**src/rtl/mem_stage_pkg.sv**
```systemverilog
// Shared types and constants for the MEM pipeline stage.
package mem_stage_pkg;

    // Width of the memAck wait counter; covers ACK_TIMEOUT up to 1023.
    localparam int CNT_W = 10;

    typedef enum logic [1:0] {
        IDLE = 2'd0,
        WAIT = 2'd1,
        RESP = 2'd2
    } state_e;

    localparam logic [3:0] BE_NONE = 4'b0000;
    localparam logic [3:0] BE_WORD = 4'b1111;

    // One-hot byte-lane enable for a byte access at the given offset.
    function automatic logic [3:0] byte_lane_en(input logic [1:0] offset);
        return 4'b0001 << offset;
    endfunction

endpackage

```
**src/rtl/mem_stage_if.sv**
```systemverilog
// EX-side, data-memory and WB-side signal bundle of the MEM stage.
// slave = the stage itself, master = the surrounding pipeline/memory.
interface mem_stage_if;
    // EX side
    logic        exValid;
    logic        exReady;
    logic [31:0] aluOutput;
    logic [31:0] registerRtOrZero;
    logic        memRead;
    logic        memWrite;
    logic        memByte;
    logic        memSignExt;
    logic [4:0]  destReg;
    logic        regWrite;
    // data memory
    logic        memReq;
    logic        memWe;
    logic [31:0] memAddr;
    logic [31:0] memWdata;
    logic [3:0]  memByteEn;
    logic        memAck;
    logic [31:0] memRdata;
    // WB side
    logic        wbValid;
    logic [31:0] wbData;
    logic [4:0]  wbDest;
    logic        wbRegWrite;
    logic        busError;

    modport slave (
        input  exValid, aluOutput, registerRtOrZero, memRead, memWrite,
               memByte, memSignExt, destReg, regWrite, memAck, memRdata,
        output exReady, memReq, memWe, memAddr, memWdata, memByteEn,
               wbValid, wbData, wbDest, wbRegWrite, busError
    );

    modport master (
        output exValid, aluOutput, registerRtOrZero, memRead, memWrite,
               memByte, memSignExt, destReg, regWrite, memAck, memRdata,
        input  exReady, memReq, memWe, memAddr, memWdata, memByteEn,
               wbValid, wbData, wbDest, wbRegWrite, busError
    );

endinterface

```
**src/rtl/mem_stage_load_align.sv**
```systemverilog
// load_align: picks the addressed byte out of a read word and extends it,
// or passes the whole word through for word accesses.
module load_align (
    input  logic [31:0] rdata_i,
    input  logic [1:0]  offset_i,
    input  logic        byte_i,
    input  logic        sign_ext_i,
    output logic [31:0] result_o
);

    logic [7:0] sel;

    // Lane select, then sign/zero extension for byte loads.
    always_comb begin
        case (offset_i)
            2'd0:    sel = rdata_i[7:0];
            2'd1:    sel = rdata_i[15:8];
            2'd2:    sel = rdata_i[23:16];
            default: sel = rdata_i[31:24];
        endcase
        if (byte_i) begin
            result_o = {{24{sign_ext_i & sel[7]}}, sel};
        end else begin
            result_o = rdata_i;
        end
    end

endmodule

```
**src/rtl/mem_stage.sv**
```systemverilog
// MEM pipeline stage: passes ALU results through in one cycle, runs loads and
// stores against a req/ack data memory with an ack timeout, and flags
// misaligned word accesses. Byte loads/stores are built only when
// MEM_STAGE_BYTE_ACCESS_EN is defined; otherwise memByte is ignored.
module mem_stage
    import mem_stage_pkg::*;
#(
    parameter int unsigned ACK_TIMEOUT = 255
) (
    input  logic       clk,
    input  logic       rst_n,
    mem_stage_if.slave bus
);

    // Timeout fires on the edge that would bring the counter to ACK_TIMEOUT.
    localparam logic [CNT_W-1:0] TIMEOUT_LAST = CNT_W'(ACK_TIMEOUT - 1);

    state_e           state_q, state_d;
    logic [CNT_W-1:0] cnt_q, cnt_d;
    logic             memReq_q, memReq_d;
    logic             memWe_q, memWe_d;
    logic [31:0]      memAddr_q, memAddr_d;
    logic [31:0]      memWdata_q, memWdata_d;
    logic [3:0]       memByteEn_q, memByteEn_d;
    logic             wbValid_q, wbValid_d;
    logic [31:0]      wbData_q, wbData_d;
    logic [4:0]       wbDest_q, wbDest_d;
    logic             wbRegWrite_q, wbRegWrite_d;
    logic             busError_q, busError_d;
    // Context of the in-flight memory op, needed when the ack arrives.
    logic [1:0]       ldOffset_q, ldOffset_d;
    logic             ldByte_q, ldByte_d;
    logic             ldSignExt_q, ldSignExt_d;
    logic             isLoad_q, isLoad_d;
    logic [4:0]       pendDest_q, pendDest_d;
    logic             pendRegWr_q, pendRegWr_d;

    logic             byteSel;
    logic             accept;
    logic             isMem;
    logic             misaligned;
    logic [31:0]      loadData;

`ifdef MEM_STAGE_BYTE_ACCESS_EN
    assign byteSel = bus.memByte;
`else
    logic unusedByte;
    assign byteSel    = 1'b0;
    assign unusedByte = bus.memByte;
`endif

    assign accept     = bus.exValid && (state_q == IDLE);
    assign isMem      = bus.memRead || bus.memWrite;
    assign misaligned = !byteSel && (bus.aluOutput[1:0] != 2'b00);

    load_align u_align (
        .rdata_i    (bus.memRdata),
        .offset_i   (ldOffset_q),
        .byte_i     (ldByte_q),
        .sign_ext_i (ldSignExt_q),
        .result_o   (loadData)
    );

    // State and output registers; synchronous active-low reset.
    always_ff @(posedge clk) begin
        if (!rst_n) begin
            state_q      <= IDLE;
            cnt_q        <= '0;
            memReq_q     <= 1'b0;
            memWe_q      <= 1'b0;
            memAddr_q    <= '0;
            memWdata_q   <= '0;
            memByteEn_q  <= BE_NONE;
            wbValid_q    <= 1'b0;
            wbData_q     <= '0;
            wbDest_q     <= '0;
            wbRegWrite_q <= 1'b0;
            busError_q   <= 1'b0;
            ldOffset_q   <= '0;
            ldByte_q     <= 1'b0;
            ldSignExt_q  <= 1'b0;
            isLoad_q     <= 1'b0;
            pendDest_q   <= '0;
            pendRegWr_q  <= 1'b0;
        end else begin
            state_q      <= state_d;
            cnt_q        <= cnt_d;
            memReq_q     <= memReq_d;
            memWe_q      <= memWe_d;
            memAddr_q    <= memAddr_d;
            memWdata_q   <= memWdata_d;
            memByteEn_q  <= memByteEn_d;
            wbValid_q    <= wbValid_d;
            wbData_q     <= wbData_d;
            wbDest_q     <= wbDest_d;
            wbRegWrite_q <= wbRegWrite_d;
            busError_q   <= busError_d;
            ldOffset_q   <= ldOffset_d;
            ldByte_q     <= ldByte_d;
            ldSignExt_q  <= ldSignExt_d;
            isLoad_q     <= isLoad_d;
            pendDest_q   <= pendDest_d;
            pendRegWr_q  <= pendRegWr_d;
        end
    end

    // Next-state and registered-output logic; WB strobes default to a pulse.
    always_comb begin
        state_d      = state_q;
        cnt_d        = cnt_q;
        memReq_d     = memReq_q;
        memWe_d      = memWe_q;
        memAddr_d    = memAddr_q;
        memWdata_d   = memWdata_q;
        memByteEn_d  = memByteEn_q;
        wbValid_d    = 1'b0;
        wbData_d     = wbData_q;
        wbDest_d     = wbDest_q;
        wbRegWrite_d = 1'b0;
        busError_d   = 1'b0;
        ldOffset_d   = ldOffset_q;
        ldByte_d     = ldByte_q;
        ldSignExt_d  = ldSignExt_q;
        isLoad_d     = isLoad_q;
        pendDest_d   = pendDest_q;
        pendRegWr_d  = pendRegWr_q;

        case (state_q)
            IDLE: begin
                if (accept) begin
                    if (!isMem) begin
                        wbValid_d    = 1'b1;
                        wbData_d     = bus.aluOutput;
                        wbDest_d     = bus.destReg;
                        wbRegWrite_d = bus.regWrite;
                    end else if (misaligned) begin
                        wbValid_d  = 1'b1;
                        wbData_d   = '0;
                        wbDest_d   = bus.destReg;
                        busError_d = 1'b1;
                    end else begin
                        // memWrite wins when both read and write are set.
                        state_d     = WAIT;
                        cnt_d       = '0;
                        memReq_d    = 1'b1;
                        memWe_d     = bus.memWrite;
                        memAddr_d   = {bus.aluOutput[31:2], 2'b00};
                        memWdata_d  = byteSel ? {4{bus.registerRtOrZero[7:0]}}
                                              : bus.registerRtOrZero;
                        memByteEn_d = byteSel ? byte_lane_en(bus.aluOutput[1:0])
                                              : BE_WORD;
                        ldOffset_d  = bus.aluOutput[1:0];
                        ldByte_d    = byteSel;
                        ldSignExt_d = bus.memSignExt;
                        isLoad_d    = !bus.memWrite;
                        pendDest_d  = bus.destReg;
                        pendRegWr_d = bus.regWrite;
                    end
                end
            end
            WAIT: begin
                if (bus.memAck) begin
                    state_d      = RESP;
                    memReq_d     = 1'b0;
                    wbValid_d    = 1'b1;
                    wbDest_d     = pendDest_q;
                    wbData_d     = isLoad_q ? loadData : '0;
                    wbRegWrite_d = pendRegWr_q && isLoad_q;
                end else if (cnt_q == TIMEOUT_LAST) begin
                    state_d    = RESP;
                    memReq_d   = 1'b0;
                    busError_d = 1'b1;
                    wbValid_d  = 1'b1;
                    wbDest_d   = pendDest_q;
                    wbData_d   = '0;
                end else begin
                    cnt_d = cnt_q + 1'b1;
                end
            end
            RESP: begin
                state_d = IDLE;
            end
            default: begin
                state_d = IDLE;
            end
        endcase
    end

    assign bus.exReady    = (state_q == IDLE);
    assign bus.memReq     = memReq_q;
    assign bus.memWe      = memWe_q;
    assign bus.memAddr    = memAddr_q;
    assign bus.memWdata   = memWdata_q;
    assign bus.memByteEn  = memByteEn_q;
    assign bus.wbValid    = wbValid_q;
    assign bus.wbData     = wbData_q;
    assign bus.wbDest     = wbDest_q;
    assign bus.wbRegWrite = wbRegWrite_q;
    assign bus.busError   = busError_q;

endmodule

```
**src/flat_wrapper.sv**
```systemverilog
// flat-port wrapper written by rule: the top's interface ports become plain ports
module mem_stage_flat import mem_stage_pkg::*;
#(
    parameter int unsigned ACK_TIMEOUT = 255
)
  (clk, rst_n, bus_exValid, bus_aluOutput, bus_registerRtOrZero, bus_memRead, bus_memWrite, bus_memByte, bus_memSignExt, bus_destReg, bus_regWrite, bus_memAck, bus_memRdata, bus_exReady, bus_memReq, bus_memWe, bus_memAddr, bus_memWdata, bus_memByteEn, bus_wbValid, bus_wbData, bus_wbDest, bus_wbRegWrite, bus_busError);
  mem_stage_if bus_i ();
  input  logic clk;
  input  logic rst_n;
  input wire logic [$bits(bus_i.exValid)-1:0] bus_exValid;
  input wire logic [$bits(bus_i.aluOutput)-1:0] bus_aluOutput;
  input wire logic [$bits(bus_i.registerRtOrZero)-1:0] bus_registerRtOrZero;
  input wire logic [$bits(bus_i.memRead)-1:0] bus_memRead;
  input wire logic [$bits(bus_i.memWrite)-1:0] bus_memWrite;
  input wire logic [$bits(bus_i.memByte)-1:0] bus_memByte;
  input wire logic [$bits(bus_i.memSignExt)-1:0] bus_memSignExt;
  input wire logic [$bits(bus_i.destReg)-1:0] bus_destReg;
  input wire logic [$bits(bus_i.regWrite)-1:0] bus_regWrite;
  input wire logic [$bits(bus_i.memAck)-1:0] bus_memAck;
  input wire logic [$bits(bus_i.memRdata)-1:0] bus_memRdata;
  output wire logic [$bits(bus_i.exReady)-1:0] bus_exReady;
  output wire logic [$bits(bus_i.memReq)-1:0] bus_memReq;
  output wire logic [$bits(bus_i.memWe)-1:0] bus_memWe;
  output wire logic [$bits(bus_i.memAddr)-1:0] bus_memAddr;
  output wire logic [$bits(bus_i.memWdata)-1:0] bus_memWdata;
  output wire logic [$bits(bus_i.memByteEn)-1:0] bus_memByteEn;
  output wire logic [$bits(bus_i.wbValid)-1:0] bus_wbValid;
  output wire logic [$bits(bus_i.wbData)-1:0] bus_wbData;
  output wire logic [$bits(bus_i.wbDest)-1:0] bus_wbDest;
  output wire logic [$bits(bus_i.wbRegWrite)-1:0] bus_wbRegWrite;
  output wire logic [$bits(bus_i.busError)-1:0] bus_busError;
  assign bus_i.exValid = bus_exValid;
  assign bus_i.aluOutput = bus_aluOutput;
  assign bus_i.registerRtOrZero = bus_registerRtOrZero;
  assign bus_i.memRead = bus_memRead;
  assign bus_i.memWrite = bus_memWrite;
  assign bus_i.memByte = bus_memByte;
  assign bus_i.memSignExt = bus_memSignExt;
  assign bus_i.destReg = bus_destReg;
  assign bus_i.regWrite = bus_regWrite;
  assign bus_i.memAck = bus_memAck;
  assign bus_i.memRdata = bus_memRdata;
  assign bus_exReady = bus_i.exReady;
  assign bus_memReq = bus_i.memReq;
  assign bus_memWe = bus_i.memWe;
  assign bus_memAddr = bus_i.memAddr;
  assign bus_memWdata = bus_i.memWdata;
  assign bus_memByteEn = bus_i.memByteEn;
  assign bus_wbValid = bus_i.wbValid;
  assign bus_wbData = bus_i.wbData;
  assign bus_wbDest = bus_i.wbDest;
  assign bus_wbRegWrite = bus_i.wbRegWrite;
  assign bus_busError = bus_i.busError;
  mem_stage #(.ACK_TIMEOUT(ACK_TIMEOUT)) u_core (.clk(clk), .rst_n(rst_n), .bus(bus_i));
endmodule
```
**config.mk**
```make
export PLATFORM = sky130hd
export DESIGN_NAME = mem_stage_flat
export DESIGN_NICKNAME = d
export VERILOG_FILES = /design/src/rtl/mem_stage_pkg.sv /design/src/rtl/mem_stage_if.sv /design/src/rtl/mem_stage_load_align.sv /design/src/rtl/mem_stage.sv /design/src/flat_wrapper.sv
export SDC_FILE = /design/constraint.sdc
export NUM_CORES = 1
export LEC_CHECK = 0
export BUFFER_PORTS_ARGS = -buffer_cell sky130_fd_sc_hd__buf_2
export CAP_MARGIN = 15
export CELL_PAD_IN_SITES_DETAIL_PLACEMENT = 2
export CELL_PAD_IN_SITES_GLOBAL_PLACEMENT = 2
export CORE_MARGIN = 1.5
export CORE_UTILIZATION = 25
export DETAILED_ROUTE_END_ITERATION = 10
export MAX_ROUTING_LAYER = met4
export PLACE_DENSITY_LB_ADDON = 0.3
export SYNTH_ARGS = -nofsm -noshare
export SYNTH_HDL_FRONTEND = slang
export SYNTH_SLANG_ARGS = --single-unit
```
**constraint.sdc**
```tcl
create_clock -name clk -period 2.6 [get_ports clk]
set_input_delay 0.13 -clock clk [delete_from_list [all_inputs] [get_ports clk]]
set_output_delay 0.13 -clock clk [all_outputs]
set_load 0.02 [all_outputs]
```
==> results of run 1 <==
-- per-layer routing --
layer / global-route usage [%] / vias to the layer above / share of wire (%)
li1: - / 2655 / -
met1: 22.3 / 2712 / 42
met2: 36.4 / 171 / 50
met3: 5.50 / 25 / 6.0
met4: 6.33 / 0 / 1.7
met5: - / - / 0
-- cell families after synthesis --
group	count (synthesis)	synth area share, %
AOI/OAI and AO/OA	202	26.4
and+or+nand+nor	204	17.2
other	1	0.0746
DFF	124	49.4
buffers and inverters	64	6.43
adders and majority gates	2	0.498
-- timing repair --
item | in CTS | in global routing
hold buffers | 68 | 0
hold endpoints to repair | 72 | 0
buffers inserted | 0 | 0
endpoints found under the setup margin | 0 | 0
gates resized for setup | 0 | 0
-- cell usage after synthesis (3+ instances only) --
| cell | n | share of area [%] |
|---|---|---|
| a2111o_1 | 6 | 1.3 |
| a21oi_1 | 104 | 10 |
| a22oi_1 | 33 | 4.9 |
| a31oi_1 | 6 | 0.75 |
| and2_1 | 6 | 0.75 |
| and3_1 | 3 | 0.37 |
| buf_1 | 3 | 0.22 |
| buf_2 | 24 | 2.4 |
| buf_4 | 8 | 1.2 |
| buf_6 | 3 | 0.67 |
| clkbuf_1 | 23 | 1.7 |
| dfxtp_1 | 124 | 49 |
| inv_1 | 3 | 0.22 |
| nand2_1 | 158 | 12 |
| nand2b_1 | 4 | 0.50 |
| nand3_1 | 5 | 0.50 |
| nand4_1 | 3 | 0.37 |
| nor2_1 | 11 | 0.82 |
| o2111ai_1 | 5 | 0.87 |
| o41ai_1 | 37 | 6.5 |
-- cell type report --
cell class	instances	share of cell area [%]
tap	265	4.36
timing repair buffer	300	25.6
clock buffer	22	6.11
antenna	3	0.0987
sequential	124	32.7
clock inverter	10	1.53
multi-input combinational	410	29.5
inverter	3	0.148
-- cell usage in the layout (no fill, tap or decap), drive strengths merged, types with 2 or more instances in the layout --
cell type      n
buf          232
nand2        158
dfxtp        124
a21oi        104
dlygate4sd3   68
o41ai         37
a22oi         33
clkbuf        22
nor2          11
and2           6
a31oi          6
a2111o         6
nand3          6
clkinv         6
o2111ai        5
nand2b         4
diode          3
nand4          3
inv            3
nor3b          3
and3           3
nor2b          2
and4           2
nor3           2
o21a           2
ha             2
conb           2
bufinv         2
clkinvlp       2
o21ai          2
-- path summary, 6_finish.rpt --
check | start | endpoint
worst min-delay path | bus_aluOutput[15] | u_core.bus.memAddr[15]
worst max register to register | u_core.state_q[1] | u_core.bus.memWdata[5]
worst min register to register | u_core.bus.memAddr[9] | u_core.bus.memAddr[9]
worst max-delay path | u_core.state_q[1] | u_core.bus.memWdata[5]
-- power by group through the flow --
| stage | registers, uW | logic (uW) | clock network, uW |
|---|---|---|---|
| after global routing | 2040 | 725 | 2520 |
| after floorplan | 2160 | 229 | 0 |
| after CTS | 2030 | 676 | 2410 |
| after global placement | 2060 | 570 | 0 |
| after detailed placement | 2070 | 593 | 0 |
| final | 2030 | 671 | 2340 |
-- flip-flops by register name (all words and copies together) (netlist names), 2 cells and up --
| name | count |
|---|---|
| u_core.bus.wbData | 32 |
| u_core.cnt_q | 10 |
| u_core.bus.memWdata | 32 |
| u_core.pendDest_q | 5 |
| u_core.bus.memAddr | 30 |
| u_core.state_q | 2 |
| u_core.bus.wbDest | 5 |
-- through the flow --
stage / setup slack (ns) / area [sq um]
final: 0.531 / 7600
after global routing: 0.384 / 7600
after CTS: 0.528 / 7590
after detailed placement: 0.544 / 6330
after global placement: 0.676 / 6330
after floorplan: 0.893 / 5030
-- critical path, delay by kind of cell (launching register included) --
| kind | cells | cell delay (ns) |
|---|---|---|
| AND/OR/NAND/NOR | 3 | 1.19 |
| buffers and inverters | 1 | 0.25 |
| AO/OA/AOI/OAI | 1 | 0.15 |
| flip-flops | 1 | 0.37 |
==> metrics.json, run 1 <==
{
  "ys_dominant_reg_cell": {"value": "dfxtp_1"},
  "worst_hold_path.num_cells": {"value": 3},
  "final-seq-area": {"value": 2480, "unit": "sq um"},
  "maxCapViolCount": {"value": 0},
  "layout_worst_path_cycle_share": {"value": 79.6, "unit": "%"},
  "total_leakage_power": {"value": 0.00321, "unit": "uW"},
  "final_period_demand_of_the_worst_path": {"value": 2.07, "unit": "ns"},
  "timing.clock.skew": {"value": 0.00737, "unit": "ns"},
  "crit_type": {"value": "register to register"},
  "total_power": {"value": 5040, "unit": "uW"},
  "num_vias": {"value": 5563},
  "placement_rows": {"value": 51},
  "dp_hpwl": {"value": 14000, "unit": "um"},
  "number_of_antenna_violations_at_the_first_check_in_global_routing": {"value": 1},
  "cts_buffers": {"value": 17},
  "relSlewSlack": {"value": 63.4, "unit": "%"},
  "cp_max_fo": {"value": 27},
  "placed_cells": {"value": 1034},
  "clkTransAtPathRegs": {"value": 0.05, "unit": "ns"},
  "route.detailed.wl_per_inst": {"value": 18.3, "unit": "um"},
  "post_route_cells_drive_above_1_share": {"value": 31.0, "unit": "%"},
  "synth_edf_count": {"value": 0},
  "rsz_0062_raised_after_global_routing": {"value": "false"},
  "setup.worst_path.end_class": {"value": "register"},
  "postLayoutCoreUtil": {"value": 38.8, "unit": "%"},
  "grt-ovfl-total": {"value": 0},
  "timing.hold.worst.class": {"value": "input port to register"},
  "detail_route.wirelength": {"value": 20800, "unit": "um"},
  "coreArea": {"value": 19600, "unit": "sq um"},
  "yosysWarningCount": {"value": 0},
  "crit_path_top_delay_cell": {"value": "and3_2"},
  "reg2reg_depth": {"value": 5},
  "maximum_number_of_pins_on_one_net_before_global_route_repair": {"value": 57},
  "syn-cell-area": {"value": 5020, "unit": "sq um"},
  "power.density_cell_area": {"value": 663, "unit": "nW/um^2"},
  "synth_area_per_cell": {"value": 8.41, "unit": "sq um"},
  "buffer_ports.inserted": {"value": 216},
  "grt_use_total": {"value": 20.5, "unit": "%"},
  "grt_first_pass_wirelength": {"value": 32000, "unit": "um"},
  "die-height": {"value": 145, "unit": "um"},
  "globalplace.congestion": {"value": 0.783},
  "crit_start_category": {"value": "register"},
  "hold_violations": {"value": 0},
  "netlist-cell-type-count": {"value": 42},
  "timing.critical_path.cells": {"value": "nor3b_2, and3_2, buf_12, nand2_1, a21oi_1"},
  "max_clock_freq": {"value": 483, "unit": "MHz"},
  "async_reset_ff_share": {"value": 0, "unit": "%"},
  "final-max-slew-violation-count": {"value": 0},
  "p_clk_share": {"value": 46.4, "unit": "%"},
  "die_width": {"value": 145, "unit": "um"},
  "cts-htree-levels": {"value": 4},
  "yosysSeqAreaShare": {"value": 49.4, "unit": "%"},
  "cts_buffer_depth": {"value": 2},
  "tritoncts": {"value": "built"},
  "p_sw": {"value": 1320, "unit": "uW"},
  "drt-pass1-iter-count": {"value": 4},
  "final_antenna_net_count": {"value": 0},
  "power.switching_fraction": {"value": 26.2, "unit": "%"},
  "ir_drop": {"value": 461, "unit": "uV"},
  "seq_power_share": {"value": 40.3, "unit": "%"},
  "area_occupied_by_multi_input_gates": {"value": 2240, "unit": "sq um"},
  "cell_internal_pwr": {"value": 3720, "unit": "uW"},
  "vias_per_cell": {"value": 4.89},
  "clockRootBuffer": {"value": "clkbuf_16"},
  "final_nets": {"value": 968},
  "die_area": {"value": 21000, "unit": "sq um"},
  "vias_in_the_first_global_route": {"value": 6013},
  "final.fill_count": {"value": 2210},
  "ff2ff_setup_slack": {"value": 0.53, "unit": "ns"},
  "setup_violations": {"value": 0},
  "area_growth_syn_to_layout": {"value": 51.3, "unit": "%"},
  "final.hold.worst_slack": {"value": 0.0246, "unit": "ns"},
  "clock_sink_count": {"value": 124},
  "run_status": {"value": "finished clean"},
  "worst_ep_required_time": {"value": 2.93, "unit": "ns"},
  "finalSetupTns": {"value": 0, "unit": "ns"},
  "drc": {"value": 0},
  "worst-endpoint-arrival": {"value": 2.40, "unit": "ns"},
  "worstMarginPinSlew": {"value": 0.549, "unit": "ns"},
  "worst_skew_pair.late_latency": {"value": 0.42, "unit": "ns"},
  "floorplan.initialDensity": {"value": 25.6, "unit": "%"},
  "postSynthCellCount": {"value": 597},
  "postSynthRegisterBits": {"value": 124},
  "critical-path-max-stage-delay": {"value": 0.64, "unit": "ns"},
  "floorplan.io_pins": {"value": 221},
  "stdcell_count": {"value": 1137},
  "drtIter0Drc": {"value": 150},
  "combinational_fraction_of_design_power": {"value": 13.3, "unit": "%"}
}
(Power assumes the default switching activity.)
==> run 2, diff against run 1 <==
==> constraint.sdc (replaced) <==
create_clock -name clk -period 2.1 [get_ports clk]
set_input_delay 0.105 -clock clk [delete_from_list [all_inputs] [get_ports clk]]
set_output_delay 0.105 -clock clk [all_outputs]
set_load 0.02 [all_outputs]
==> run 2 against run 1 <==
  * Utilization grew 0.65 points
  * Hold slack lost 0.0052 ns
  * Combinational power grew 29%
  * Setup slack lost 0.43 ns
  * Count of clock-buffer cells in the layout shrank 3
  * Global-route usage grew 1.2 points
==> metrics.json, run 2 (synthesized netlist as in run 1, its figures left out) <==
{
  "run_status": {"value": "finished clean"},
  "vias_in_the_first_global_route": {"value": 6246},
  "cts_buffer_depth": {"value": 2},
  "area_growth_syn_to_layout": {"value": 53.9, "unit": "%"},
  "reg2reg_depth": {"value": 7},
  "vias_per_cell": {"value": 4.94},
  "max_clock_freq": {"value": 500, "unit": "MHz"},
  "maximum_number_of_pins_on_one_net_before_global_route_repair": {"value": 62},
  "clock_sink_count": {"value": 124},
  "hold_violations": {"value": 0},
  "combinational_fraction_of_design_power": {"value": 13.7, "unit": "%"},
  "timing.hold.worst.class": {"value": "input port to register"},
  "groute.layer.met1.usage": {"value": 23.7, "unit": "%"},
  "met3_usage": {"value": 5.30, "unit": "%"},
  "final-max-slew-violation-count": {"value": 0},
  "p_clk_share": {"value": 46.3, "unit": "%"},
  "setup_violations": {"value": 0},
  "drc": {"value": 0},
  "timing.clock.skew": {"value": 0.0126, "unit": "ns"},
  "cell_internal_pwr": {"value": 4600, "unit": "uW"},
  "min_to": {"value": "u_core.bus.wbData[3]"},
  "p_sw": {"value": 1690, "unit": "uW"},
  "setup.worst_path.end_class": {"value": "register"},
  "drtIter0Drc": {"value": 152},
  "placed_cells": {"value": 1041},
  "worstHoldStart": {"value": "bus_memRdata[3]"},
  "grt_use_total": {"value": 21.7, "unit": "%"},
  "tritoncts": {"value": "built"},
  "die_area": {"value": 21000, "unit": "sq um"},
  "maxCapViolCount": {"value": 0},
  "worst_skew_pair.late_latency": {"value": 0.42, "unit": "ns"},
  "leading_cell_type_in_the_layout_fill_and_taps_excluded": {"value": "buf_2"},
  "globalplace.congestion": {"value": 0.810},
  "final_antenna_net_count": {"value": 0},
  "placement_rows": {"value": 51},
  "post-cts-setup-buffers": {"value": 0},
  "setup_slack": {"value": 0.100, "unit": "ns"},
  "power.switching_fraction": {"value": 26.8, "unit": "%"},
  "die-height": {"value": 145, "unit": "um"},
  "r2r-start": {"value": "u_core.cnt_q[0]"},
  "seq_power_share": {"value": 40.0, "unit": "%"},
  "stdcell_count": {"value": 1153},
  "grt_first_pass_wirelength": {"value": 33600, "unit": "um"},
  "floorplan.initialDensity": {"value": 25.6, "unit": "%"},
  "cts-htree-levels": {"value": 4},
  "coreArea": {"value": 19600, "unit": "sq um"},
  "ff2ff_setup_slack": {"value": 0.10, "unit": "ns"},
  "layer_carrying_the_most_global_route_usage": {"value": "met2"},
  "floorplan.io_pins": {"value": 221},
  "route.detailed.wl_per_inst": {"value": 19.2, "unit": "um"},
  "total_leakage_power": {"value": 0.00327, "unit": "uW"},
  "buffer_ports.inserted": {"value": 216},
  "rsz_0062_raised_after_global_routing": {"value": "false"},
  "cts_buffers": {"value": 17},
  "worst-endpoint-arrival": {"value": 2.28, "unit": "ns"},
  "dp_hpwl": {"value": 14500, "unit": "um"},
  "power.density_cell_area": {"value": 814, "unit": "nW/um^2"},
  "post_route_cells_drive_above_1_share": {"value": 31.4, "unit": "%"},
  "final_nets": {"value": 985},
  "finalSetupTns": {"value": 0, "unit": "ns"},
  "ir_drop": {"value": 537, "unit": "uV"},
  "layout_common_cells": {"value": "216 x buf_2, 158 x nand2_1, 124 x dfxtp_1, 104 x a21oi_1, 78 x dlygate4sd3_1"},
  "num_vias": {"value": 5699},
  "groute.layer.met2.usage": {"value": 39.3, "unit": "%"},
  "detail_route.wirelength": {"value": 22100, "unit": "um"},
  "crit_type": {"value": "register to register"},
  "layout_worst_path_cycle_share": {"value": 95.2, "unit": "%"},
  "worstMarginPinSlew": {"value": 0.564, "unit": "ns"},
  "timing.rr.end": {"value": "u_core.bus.wbData[22]"},
  "cp_max_fo": {"value": 37},
  "drt-pass1-iter-count": {"value": 4},
  "relSlewSlack": {"value": 62.4, "unit": "%"},
  "worst_hold_path.num_cells": {"value": 3},
  "die_width": {"value": 145, "unit": "um"},
  "dpl_worst_slack": {"value": 0.152, "unit": "ns"},
  "clockRootBuffer": {"value": "clkbuf_16"},
  "final_period_demand_of_the_worst_path": {"value": 2.00, "unit": "ns"},
  "final.fill_count": {"value": 2221},
  "number_of_antenna_violations_at_the_first_check_in_global_routing": {"value": 2},
  "crit_start_category": {"value": "register"},
  "grt-ovfl-total": {"value": 0},
  "worst_ep_required_time": {"value": 2.38, "unit": "ns"},
  "clkTransAtPathRegs": {"value": 0.06, "unit": "ns"}
}
-- run 2: cell types whose count changed in the layout (fill, tap and decap cells not counted) --
cell | previous run | this run
diode_2 | 3 | 2
inv_6 | 0 | 3
buf_4 | 11 | 20
buf_12 | 5 | 3
clkinvlp_4 | 2 | 4
clkbuf_8 | 2 | 1
dlygate4sd3_1 | 68 | 78
clkinv_4 | 3 | 1
clkbuf_1 | 3 | 1
-- run 2: repair_timing --
| item | 4_1_cts | 5_1_grt |
|---|---|---|
| hold buffers | 78 | 0 |
| endpoints found under the setup margin | 0 | 0 |
| resized for setup | 0 | 0 |
| hold endpoints to repair | 84 | 0 |
-- run 2: area by class of cell --
class | count | area (sq um) | share of cell area (%)
clock buffer | 19 | 443 | 5.73
sequential | 124 | 2480 | 32.1
antenna | 2 | 5.00 | 0.0647
timing repair buffer | 317 | 2070 | 26.8
multi-input combinational | 410 | 2240 | 29.0
inverter | 3 | 11.3 | 0.146
tap | 265 | 332 | 4.29
clock inverter | 13 | 140 | 1.81
-- run 2: through the flow --
stage                     power, uW  instance area (sq um)  hold WS [ns]  utilization, %
after floorplan                2960                   5030         0.241               -
after global placement         3270                   6360         0.345            32.5
after detailed placement       3310                   6360         0.356            32.5
after CTS                      6380                   7720       0.00245            39.4
after global routing           6570                   7730        0.0162            39.5
final                          6290                   7730        0.0194            39.5
-- run 2: worst max-delay path, stage by stage (launching register included) --
cell and delay, ns:
dfxtp_1 0.38, inv_1 0.09, ha_1 0.22, nor3b_1 0.14, and4_1 0.22, buf_4 0.27, o41ai_1 0.46, a21oi_1 0.08
-- run 2: worst max-delay path by stage --
stage	startpoint	end	slack (ns)	depth (start not counted)
floorplan	u_core.cnt_q[0]	u_core.bus.wbData[10]	0.39	8
global placement	u_core.cnt_q[0]	u_core.bus.wbValid	0.24	7
detailed placement	u_core.cnt_q[0]	u_core.bus.wbData[16]	0.15	7
CTS	u_core.cnt_q[0]	u_core.bus.wbData[22]	0.09	7
global route	u_core.cnt_q[0]	u_core.bus.wbData[22]	0.03	7
finish	u_core.cnt_q[0]	u_core.bus.wbData[22]	0.10	7
-- run 2: power by group through the flow --
stage	clock network [uW]	logic, uW	registers (uW)
2_1_floorplan	0	283	2680
6_report	2910	863	2520
5_1_grt	3110	931	2530
3_5_place_dp	0	745	2570
4_1_cts	3000	863	2520
3_3_place_gp	0	716	2560
-- run 2: per-layer routing --
metal | vias up | wire length (um)
met1 | 2831 | 9130
met5 | - | 0
li1 | 2683 | -
met3 | 18 | 1130
met2 | 167 | 11600
met4 | 0 | 237
==> run 3, diff against run 2 <==
--- a/config.mk
+++ b/config.mk
@@ -14,6 +14,7 @@
 export DETAILED_ROUTE_END_ITERATION = 10
 export MAX_ROUTING_LAYER = met4
 export PLACE_DENSITY_LB_ADDON = 0.3
+export RECOVER_POWER = 100
 export SYNTH_ARGS = -nofsm -noshare
 export SYNTH_HDL_FRONTEND = slang
 export SYNTH_SLANG_ARGS = --single-unit
==> run 3 against run 2 <==
  * Sequential cell count unchanged
  * Sequential share of layout area up 0.70 points
  * Cell count unchanged
  * Combinational power down 3.5%
  * Non-clock buffer count unchanged
  * Clock skew down 0.0012 ns
  * Maximum frequency about the same
  * Via count up 0.23%
==> metrics.json, run 3 (synthesized netlist as in run 1, its figures left out) <==
{
  "timing.clock.skew": {"value": 0.0114, "unit": "ns"},
  "clkTransAtPathRegs": {"value": 0.06, "unit": "ns"},
  "timing.rr.end": {"value": "u_core.bus.wbData[22]"},
  "num_vias": {"value": 5712},
  "post-cts-setup-buffers": {"value": 0},
  "setup.worst_path.end_class": {"value": "register"},
  "number_of_antenna_violations_at_the_first_check_in_global_routing": {"value": 2},
  "power.density_cell_area": {"value": 828, "unit": "nW/um^2"},
  "grt_use_total": {"value": 21.7, "unit": "%"},
  "max_clock_freq": {"value": 500, "unit": "MHz"},
  "cts_buffers": {"value": 17},
  "rsz_0062_raised_after_global_routing": {"value": "false"},
  "crit_path_top_delay_cell": {"value": "dlygate4sd3_1"},
  "worstHoldStart": {"value": "bus_memRdata[3]"},
  "placement_rows": {"value": 51},
  "reg2reg_depth": {"value": 7},
  "min_to": {"value": "u_core.bus.wbData[3]"},
  "grt-ovfl-total": {"value": 0},
  "die-height": {"value": 145, "unit": "um"},
  "critPathBufInv": {"value": 4},
  "die_width": {"value": 145, "unit": "um"},
  "floorplan.initialDensity": {"value": 25.6, "unit": "%"},
  "ctsResizeCount": {"value": 0},
  "route.detailed.wl_per_inst": {"value": 19.2, "unit": "um"},
  "drtIter0Drc": {"value": 150},
  "crit_start_category": {"value": "input port"},
  "placed_cells": {"value": 1041},
  "buffer_ports.inserted": {"value": 216},
  "final.fill_count": {"value": 2300},
  "cts_buffer_depth": {"value": 2},
  "grt_first_pass_wirelength": {"value": 33600, "unit": "um"},
  "cp_max_fo": {"value": 61},
  "final-max-slew-violation-count": {"value": 0},
  "crit_family": {"value": "buffers and inverters"},
  "area_occupied_by_multi_input_gates": {"value": 2240, "unit": "sq um"},
  "maximum_number_of_pins_on_one_net_before_global_route_repair": {"value": 62},
  "dp_hpwl": {"value": 14500, "unit": "um"},
  "worst_hold_path.num_cells": {"value": 3},
  "layout_common_cells": {"value": "158 x nand2_1, 124 x dfxtp_1, 113 x clkbuf_1, 107 x buf_2, 104 x a21oi_1"},
  "clock_sink_count": {"value": 124},
  "ff2ff_setup_slack": {"value": 0.10, "unit": "ns"},
  "detail_route.wirelength": {"value": 22200, "unit": "um"},
  "leading_cell_type_in_the_layout_fill_and_taps_excluded": {"value": "nand2_1"},
  "die_area": {"value": 21000, "unit": "sq um"},
  "globalplace.congestion": {"value": 0.810},
  "worst_ep_required_time": {"value": 2.43, "unit": "ns"},
  "final_nets": {"value": 985},
  "post_route_cells_drive_above_1_share": {"value": 18.6, "unit": "%"},
  "timing.hold.worst.class": {"value": "input port to register"},
  "hold_violations": {"value": 0},
  "worstMarginPinSlew": {"value": 0.558, "unit": "ns"},
  "critical-path-max-stage-delay": {"value": 0.57, "unit": "ns"},
  "final_period_demand_of_the_worst_path": {"value": 2.00, "unit": "ns"},
  "tritoncts": {"value": "built"},
  "clockRootBuffer": {"value": "clkbuf_16"},
  "maxCapViolCount": {"value": 0},
  "drt-pass1-iter-count": {"value": 4},
  "worst-endpoint-arrival": {"value": 2.32, "unit": "ns"},
  "final_antenna_net_count": {"value": 0},
  "relSlewSlack": {"value": 62.8, "unit": "%"},
  "setup_violations": {"value": 0},
  "timing.critical_path.cells": {"value": "dlygate4sd3_1, clkbuf_1, nor2_1, clkbuf_1, and3_1, buf_12, nand2_1, a21oi_1"},
  "drc": {"value": 0},
  "layout_worst_path_cycle_share": {"value": 95.2, "unit": "%"},
  "r2r-start": {"value": "u_core.cnt_q[0]"},
  "worst_skew_pair.late_latency": {"value": 0.41, "unit": "ns"},
  "stdcell_count": {"value": 1153},
  "worst_path_most_repeated_cell": {"value": "clkbuf_1"},
  "cts-htree-levels": {"value": 4},
  "floorplan.io_pins": {"value": 221},
  "run_status": {"value": "finished clean"},
  "final-seq-area": {"value": 2480, "unit": "sq um"},
  "ir_drop": {"value": 535, "unit": "uV"},
  "vias_per_cell": {"value": 4.95},
  "vias_in_the_first_global_route": {"value": 6246},
  "finalSetupTns": {"value": 0, "unit": "ns"},
  "crit_type": {"value": "input port to register"},
  "area_growth_syn_to_layout": {"value": 50.6, "unit": "%"},
  "coreArea": {"value": 19600, "unit": "sq um"},
  "total_leakage_power": {"value": 0.00281, "unit": "uW"}
}
==> run 3: timing repair <==
action	4_1_cts	5_1_grt
endpoints found under the setup margin	0	0
hold buffers	78	0
endpoints found under the hold margin	84	0
==> run 3: per-stage QoR <==
stage | area [sq um] | power (uW) | hold slack, ns | setup slack (ns) | utilization (%)
after CTS | 7720 | 6380 | 0.00245 | 0.0936 | 39.4
after global routing | 7570 | 6540 | 0.0162 | 0.0260 | 38.6
after global placement | 6360 | 3270 | 0.345 | 0.238 | 32.5
final | 7570 | 6260 | 0.0182 | 0.101 | 38.6
after floorplan | 5030 | 2960 | 0.241 | 0.393 | -
after detailed placement | 6360 | 3310 | 0.356 | 0.152 | 32.5
==> run 3: worst max-delay path by stage <==
stage                              to             start  depth (start not counted)  slack (ns)
2_1_floorplan   u_core.bus.wbData[10]   u_core.cnt_q[0]                          8        0.39
3_3_place_gp       u_core.bus.wbValid   u_core.cnt_q[0]                          7        0.24
3_5_place_dp    u_core.bus.wbData[16]   u_core.cnt_q[0]                          7        0.15
4_1_cts         u_core.bus.wbData[22]   u_core.cnt_q[0]                          7        0.09
5_1_grt        u_core.bus.memWdata[9]  bus_aluOutput[0]                          8        0.03
6_report       u_core.bus.memWdata[9]  bus_aluOutput[0]                          8        0.10
==> run 3: final cells by class <==
class,instances,area share (%)
Clock inverter,13,1.85
Clock buffer,19,5.85
Timing Repair Buffer,317,25.2
Tap cell,265,4.38
Inverter,3,0.149
Multi-Input combinational cell,410,29.7
Sequential cell,124,32.8
Antenna cell,2,0.0661
==> run 3: report_power, final <==
group / switching (uW) / internal (uW) / leakage [uW] / total, uW
Combinational: 502 / 331 / 0.00152 / 833
Clock: 1130 / 1780 / 0.000276 / 2910
Sequential: 61.3 / 2460 / 0.00101 / 2520
Total: 1690 / 4570 / 0.00281 / 6260
==> run 3: worst reg2reg max path: cells and delay by family, from the launching register on <==
kind | cells | cell delay (ns)
adders and majority gates | 1 | 0.22
AOI/OAI and AO/OA | 2 | 0.55
buffers and inverters | 2 | 0.35
DFF | 1 | 0.38
and+or+nand+nor | 2 | 0.36
==> run 3: routing by layer <==
metal	track usage [%]	routed length, um	share of wire [%]
met1	23.7	9250	42
met2	39.3	11600	52
met3	5.30	1140	5.1
met4	5.53	224	1.0
met5	-	0	0
